### config.mk
export PLATFORM = sky130hd
export DESIGN_NAME = serial_operand_tx
export DESIGN_NICKNAME = d
export VERILOG_FILES = /design/src/rtl/serial_pkg.sv /design/src/rtl/piso_shift.sv /design/src/rtl/serial_operand_tx.sv
export SDC_FILE = /design/constraint.sdc
export NUM_CORES = 1
export LEC_CHECK = 0
export CAP_MARGIN = 20
export CORE_AREA = 2 2 51 53
export DETAILED_ROUTE_END_ITERATION = 12
export DIE_AREA = 0 0 53 55
export DONT_BUFFER_PORTS = 1
export MAX_ROUTING_LAYER = met4
export PLACE_DENSITY = 0.84
export SLEW_MARGIN = 20
export SYNTH_ARGS = -nofsm -noshare
export SYNTH_HDL_FRONTEND = slang
export SYNTH_SLANG_ARGS = --single-unit
### constraint.sdc
create_clock -name clk -period 5.9 [get_ports clk]
set_clock_uncertainty 0.1 [all_clocks]
set_input_delay 0.295 -clock clk [delete_from_list [all_inputs] [get_ports clk]]
set_output_delay 0.295 -clock clk [all_outputs]
set_load 0.01 [all_outputs]
### src/rtl/serial_pkg.sv
// Shared definitions for the bit-serial datapath feeders and collectors.
//   state_t   : frame sequencer states (idle, clear pulse, bit shifting)
//   frame_len : total serial frame length in bits (operand + zero pad)
package serial_pkg;

  typedef enum logic [1:0] {
    ST_IDLE  = 2'd0,
    ST_CLEAR = 2'd1,
    ST_SHIFT = 2'd2
  } state_t;

  // Operand bits followed by pad bits that let downstream carries flush.
  function automatic int unsigned frame_len(input int unsigned width,
                                            input int unsigned pad);
    return width + pad;
  endfunction

endpackage

### src/rtl/piso_shift.sv
// Parallel-in serial-out register, LSB first, zero fill from the top.
// Ports:
//   clk, rst : clock, async active-high reset (clears the register)
//   load     : capture din (has priority over shift)
//   shift    : shift right by one, 0 enters at the MSB
//   din      : parallel load value
//   lsb      : current serial bit (register bit 0)
module piso_shift
  import serial_pkg::*;
#(
  parameter int unsigned WIDTH = 8
) (
  input  logic             clk,
  input  logic             rst,
  input  logic             load,
  input  logic             shift,
  input  logic [WIDTH-1:0] din,
  output logic             lsb
);

  logic [WIDTH-1:0] sr;

  // Zero fill means bits past the operand MSB read as pad zeros.
  always_ff @(posedge clk or posedge rst) begin
    if (rst) begin
      sr <= '0;
    end else if (load) begin
      sr <= din;
    end else if (shift) begin
      sr <= {1'b0, sr[WIDTH-1:1]};
    end
  end

  assign lsb = sr[0];

endmodule

### src/rtl/serial_operand_tx.sv
// Parallel-to-serial operand feeder for the bit-serial arithmetic datapath.
// Accepts (a, b) on a valid/ready handshake, pulses ser_clr for one cycle,
// then streams WIDTH operand bits LSB-first followed by PAD zero bits.
// Ports:
//   clk, rst             : clock, async active-high reset
//   in_valid / in_ready  : operand handshake (in_ready decoded from state)
//   in_a, in_b           : parallel operands, sampled only on accept
//   ser_clr              : one-cycle clear of downstream carry/sum state
//   ser_valid            : ser_x/ser_y carry a frame bit
//   ser_first, ser_last  : frame bit 0 / frame bit WIDTH+PAD-1 markers
//   ser_x, ser_y         : serial bits of A and B
//   busy                 : frame in progress (clear or shift)
module serial_operand_tx
  import serial_pkg::*;
#(
  parameter int unsigned WIDTH = 8,
  parameter int unsigned PAD   = 8
) (
  input  logic             clk,
  input  logic             rst,
  input  logic             in_valid,
  output logic             in_ready,
  input  logic [WIDTH-1:0] in_a,
  input  logic [WIDTH-1:0] in_b,
  output logic             ser_clr,
  output logic             ser_valid,
  output logic             ser_first,
  output logic             ser_last,
  output logic             ser_x,
  output logic             ser_y,
  output logic             busy
);

  localparam int unsigned FL   = frame_len(WIDTH, PAD);
  localparam int unsigned CW   = $clog2(FL + 1);
  localparam logic [CW-1:0] LAST = CW'(FL - 1);

  state_t        state, state_d;
  logic [CW-1:0] count, count_d;
  logic          load, shift;
  logic          x_lsb, y_lsb;
  logic          last_bit;
  logic          clr_d, valid_d, first_d, last_d, x_d, y_d, busy_d;

  // Operand shift registers
  piso_shift #(.WIDTH(WIDTH)) u_shift_a (
    .clk   (clk),
    .rst   (rst),
    .load  (load),
    .shift (shift),
    .din   (in_a),
    .lsb   (x_lsb)
  );

  piso_shift #(.WIDTH(WIDTH)) u_shift_b (
    .clk   (clk),
    .rst   (rst),
    .load  (load),
    .shift (shift),
    .din   (in_b),
    .lsb   (y_lsb)
  );

  // The last frame bit is the only shift cycle that can take a new pair.
  assign last_bit = (state == ST_SHIFT) && (count == LAST);
  assign in_ready = (state == ST_IDLE) || last_bit;

  // State register, bit counter and registered serial outputs
  always_ff @(posedge clk or posedge rst) begin
    if (rst) begin
      state     <= ST_IDLE;
      count     <= '0;
      ser_clr   <= 1'b0;
      ser_valid <= 1'b0;
      ser_first <= 1'b0;
      ser_last  <= 1'b0;
      ser_x     <= 1'b0;
      ser_y     <= 1'b0;
      busy      <= 1'b0;
    end else begin
      state     <= state_d;
      count     <= count_d;
      ser_clr   <= clr_d;
      ser_valid <= valid_d;
      ser_first <= first_d;
      ser_last  <= last_d;
      ser_x     <= x_d;
      ser_y     <= y_d;
      busy      <= busy_d;
    end
  end

  // Next state plus next values of the registered outputs. Output values are
  // computed for the state being entered so they line up with that state.
  always_comb begin
    state_d = state;
    count_d = count;
    load    = 1'b0;
    shift   = 1'b0;
    clr_d   = 1'b0;
    valid_d = 1'b0;
    first_d = 1'b0;
    last_d  = 1'b0;
    x_d     = 1'b0;
    y_d     = 1'b0;
    busy_d  = 1'b0;

    case (state)
      ST_IDLE: begin
        if (in_valid) begin
          load    = 1'b1;
          state_d = ST_CLEAR;
          clr_d   = 1'b1;
          busy_d  = 1'b1;
        end
      end

      ST_CLEAR: begin
        state_d = ST_SHIFT;
        shift   = 1'b1;
        count_d = '0;
        valid_d = 1'b1;
        first_d = 1'b1;
        x_d     = x_lsb;
        y_d     = y_lsb;
        busy_d  = 1'b1;
      end

      ST_SHIFT: begin
        if (count == LAST) begin
          count_d = '0;
          if (in_valid) begin
            // Back-to-back: the only bubble is the next clear cycle.
            load    = 1'b1;
            state_d = ST_CLEAR;
            clr_d   = 1'b1;
            busy_d  = 1'b1;
          end else begin
            state_d = ST_IDLE;
          end
        end else begin
          shift   = 1'b1;
          count_d = count + CW'(1);
          valid_d = 1'b1;
          last_d  = (count_d == LAST);
          x_d     = x_lsb;
          y_d     = y_lsb;
          busy_d  = 1'b1;
        end
      end

      default: begin
        state_d = ST_IDLE;
      end
    endcase
  end

endmodule

==> results.tsv <==
metric	value	unit
status	complete, no violations	
period_share	0.371	
relSlewSlack	0.594	
powerDensity	516	mW/mm^2
async_reset_ff_frac	1.00	
synth_common_cells	a21oi_1, dfrtp_1, nor2_1, nand2_1, inv_1	
wl_met3	169	um
hold_end	u_shift_a.sr[4]	
yosysWarnings	0	
synth.avg_cell_area	9.51	um^2
r2r_setup_slack	3710	ps
synth_edf_count	0	
fp-row-count	18	
clockBufferDepth	2	
core-area	0.00236	mm^2
synth_seq_cells	30	
ir_drop	299	uV
tns	0	ps
worst-path-max-fanout	18	
tritoncts.num_buffers	5	
ys_types	31	
finalNetCount	188	
top_layer	met4	
path_clk_slew	100	ps
wl_met1	1220	um
ff2ff_path_depth	8	
r2r_end	u_shift_b.sr[7]	
grt_usage	0.226	
grt_max_degree	31	
synth_area_leaders	dfrtp_1, a21oi_1, ha_1, nor2_1, nand2_1	
drive_gt1_frac	0.106	
gp_congestion	0.902	
maxCapViolCount	0	
routed_via_density	5.66	
synth_cells	156	
yosys.area.top_type_share	0.506	
postPlaceCellArea	0.00148	mm^2
fin_area	0.00158	mm^2
area_growth	6.75	%
cts_sinks	30	
n_fill_cell	183	
hold_class	primary input to register	
cts_setup_buffers	0	
clk_latency	340	ps
h-tree-depth	2	
initial_core_util	0.628	
synth_ff_type	dfrtp_1	
cp.arrival	2320	ps
setup_viol	0	
wl_met2	1290	um
tightest_slew	608	ps
synthesis.nets	184	
timing.fmax	0.456	GHz
antenna_found_initial	0	
numPortBuffers	0	
io_pins	27	
synth_top_area_cell	dfrtp_1	
wl_per_cell	14.4	um
fp.dieH	55	um
crit_path_end_kind	register	
ys_seq_area_frac	0.506	
hold_depth	2	
drtPass1Iterations	4	
die_w	53	um
drt_iter0_drc	29	
leakagePower	0.758	nW
antenna_left	0	
diodes	0	
setup.worst_path.class	register to register	
dp_hpwl	1880	um
grt_pass1_wl	4420	um
hold_violations	0	
num_vias	1082	
root_buffer	clkbuf_4	
finalCriticalPeriod	2190	ps
min-delay-start	in_a[4]	
drc	0	
synth_area	0.00148	mm^2
cts_tree	done	
routed_wirelength	2740	um
worst_setup_path_start_kind	register	
maxSlewViolCount	0	
cp_data_required_time	6030	ps
gr-total-overflow	0	
rsz0062_at_grt	false	
r2r_start	count[1]	
grt_pass1_vias	1010	
dieArea	0.00292	mm^2
==> metal layers <==
layer,vias up,global-route usage
li1,529,-
met1,511,0.259
met2,33,0.354
met3,9,0.0833
met4,0,0.107
met5,-,-
==> flip-flops by register name (all words and copies together), names as in the netlist <==
name          cells
ser_first         1
busy              1
ser_clr           1
state             2
ser_valid         1
ser_x             1
ser_y             1
u_shift_b.sr      8
ser_last          1
count             5
u_shift_a.sr      8
==> cell families after synthesis <==
family          synth area share
xor+xnor                 0.00590
buf+inv                   0.0658
flops                      0.506
fa+ha+maj                 0.0759
mux                       0.0143
compound gates             0.185
simple gates               0.148
==> placed cells by master, fill, tap and decap left out, types with 2 or more instances in the layout <==
cell type      synthesis  routed
a21oi_1               30      30
dfrtp_1               30      30
nor2_1                19      19
nand2_1               18      18
inv_1                 11      10
ha_1                   9       9
clkbuf_4               0       5
nand3_1                4       4
o21ai_0                4       4
a21o_1                 3       3
clkbuf_8               0       3
dlygate4sd3_1          0       3
inv_2                  1       2
a21oi_2                2       2
nor2b_1                2       2
o22ai_1                2       2
a22o_1                 2       2
==> critical path: stages (launching register included) <==
cell and delay, ps:
dfrtp_1 410, ha_1 210, and3_1 210, ha_1 220, a21o_1 140, nand2_2 180, inv_2 310, nor2_1 100
a22o_1 190
==> metrics by stage <==
| stage | instances | setup slack [ps] | util | hold WS, ps | total power [W] |
|---|---|---|---|---|---|
| floorplan | 156 | 4030 | - | 286 | 0.000621 |
| global placement | 180 | 3810 | 0.624 | 345 | 0.000644 |
| detailed placement | 180 | 3720 | 0.624 | 347 | 0.000663 |
| CTS | 190 | 3710 | 0.666 | 0.325 | 0.000818 |
| global route | 191 | 3520 | 0.670 | 1.62 | 0.000887 |
| finish | 191 | 3710 | 0.670 | 6.30 | 0.000817 |
==> how the worst max path moves through the flow <==
stage / from / endpoint / slack, ps / cells after the start
6_report: count[1] / u_shift_b.sr[7] / 3710 / 8
5_1_grt: count[1] / u_shift_a.sr[2] / 3520 / 8
4_1_cts: count[1] / u_shift_b.sr[7] / 3710 / 8
3_5_place_dp: count[1] / u_shift_b.sr[7] / 3720 / 8
3_3_place_gp: count[0] / u_shift_a.sr[7] / 3810 / 7
2_1_floorplan: count[0] / u_shift_a.sr[0] / 4030 / 9
==> report_power, final <==
| part | leakage [nW] | internal, W | total [W] | switching, W |
|---|---|---|---|---|
| Clock | 0.0446 | 0.0000813 | 0.000155 | 0.0000734 |
| Combinational | 0.343 | 0.000121 | 0.000317 | 0.000197 |
| Sequential | 0.371 | 0.000289 | 0.000345 | 0.0000552 |
| Total | 0.758 | 0.000492 | 0.000817 | 0.000325 |
==> final cells by class <==
cell class	instances	area (um^2)	share of cell area
tap	30	37.5	0.0237
inverter	13	51.3	0.0324
clock buffer	8	78.8	0.0498
multi-input combinational	107	636	0.401
sequential	30	751	0.474
timing repair buffer	3	30.0	0.0190
==> what timing repair did <==
item / in CTS / in global routing
resized for setup: 0 / 0
hold buffers: 2 / 1
endpoints found under the hold margin: 2 / 30
Note: power is estimated with default switching activity, not from simulation.
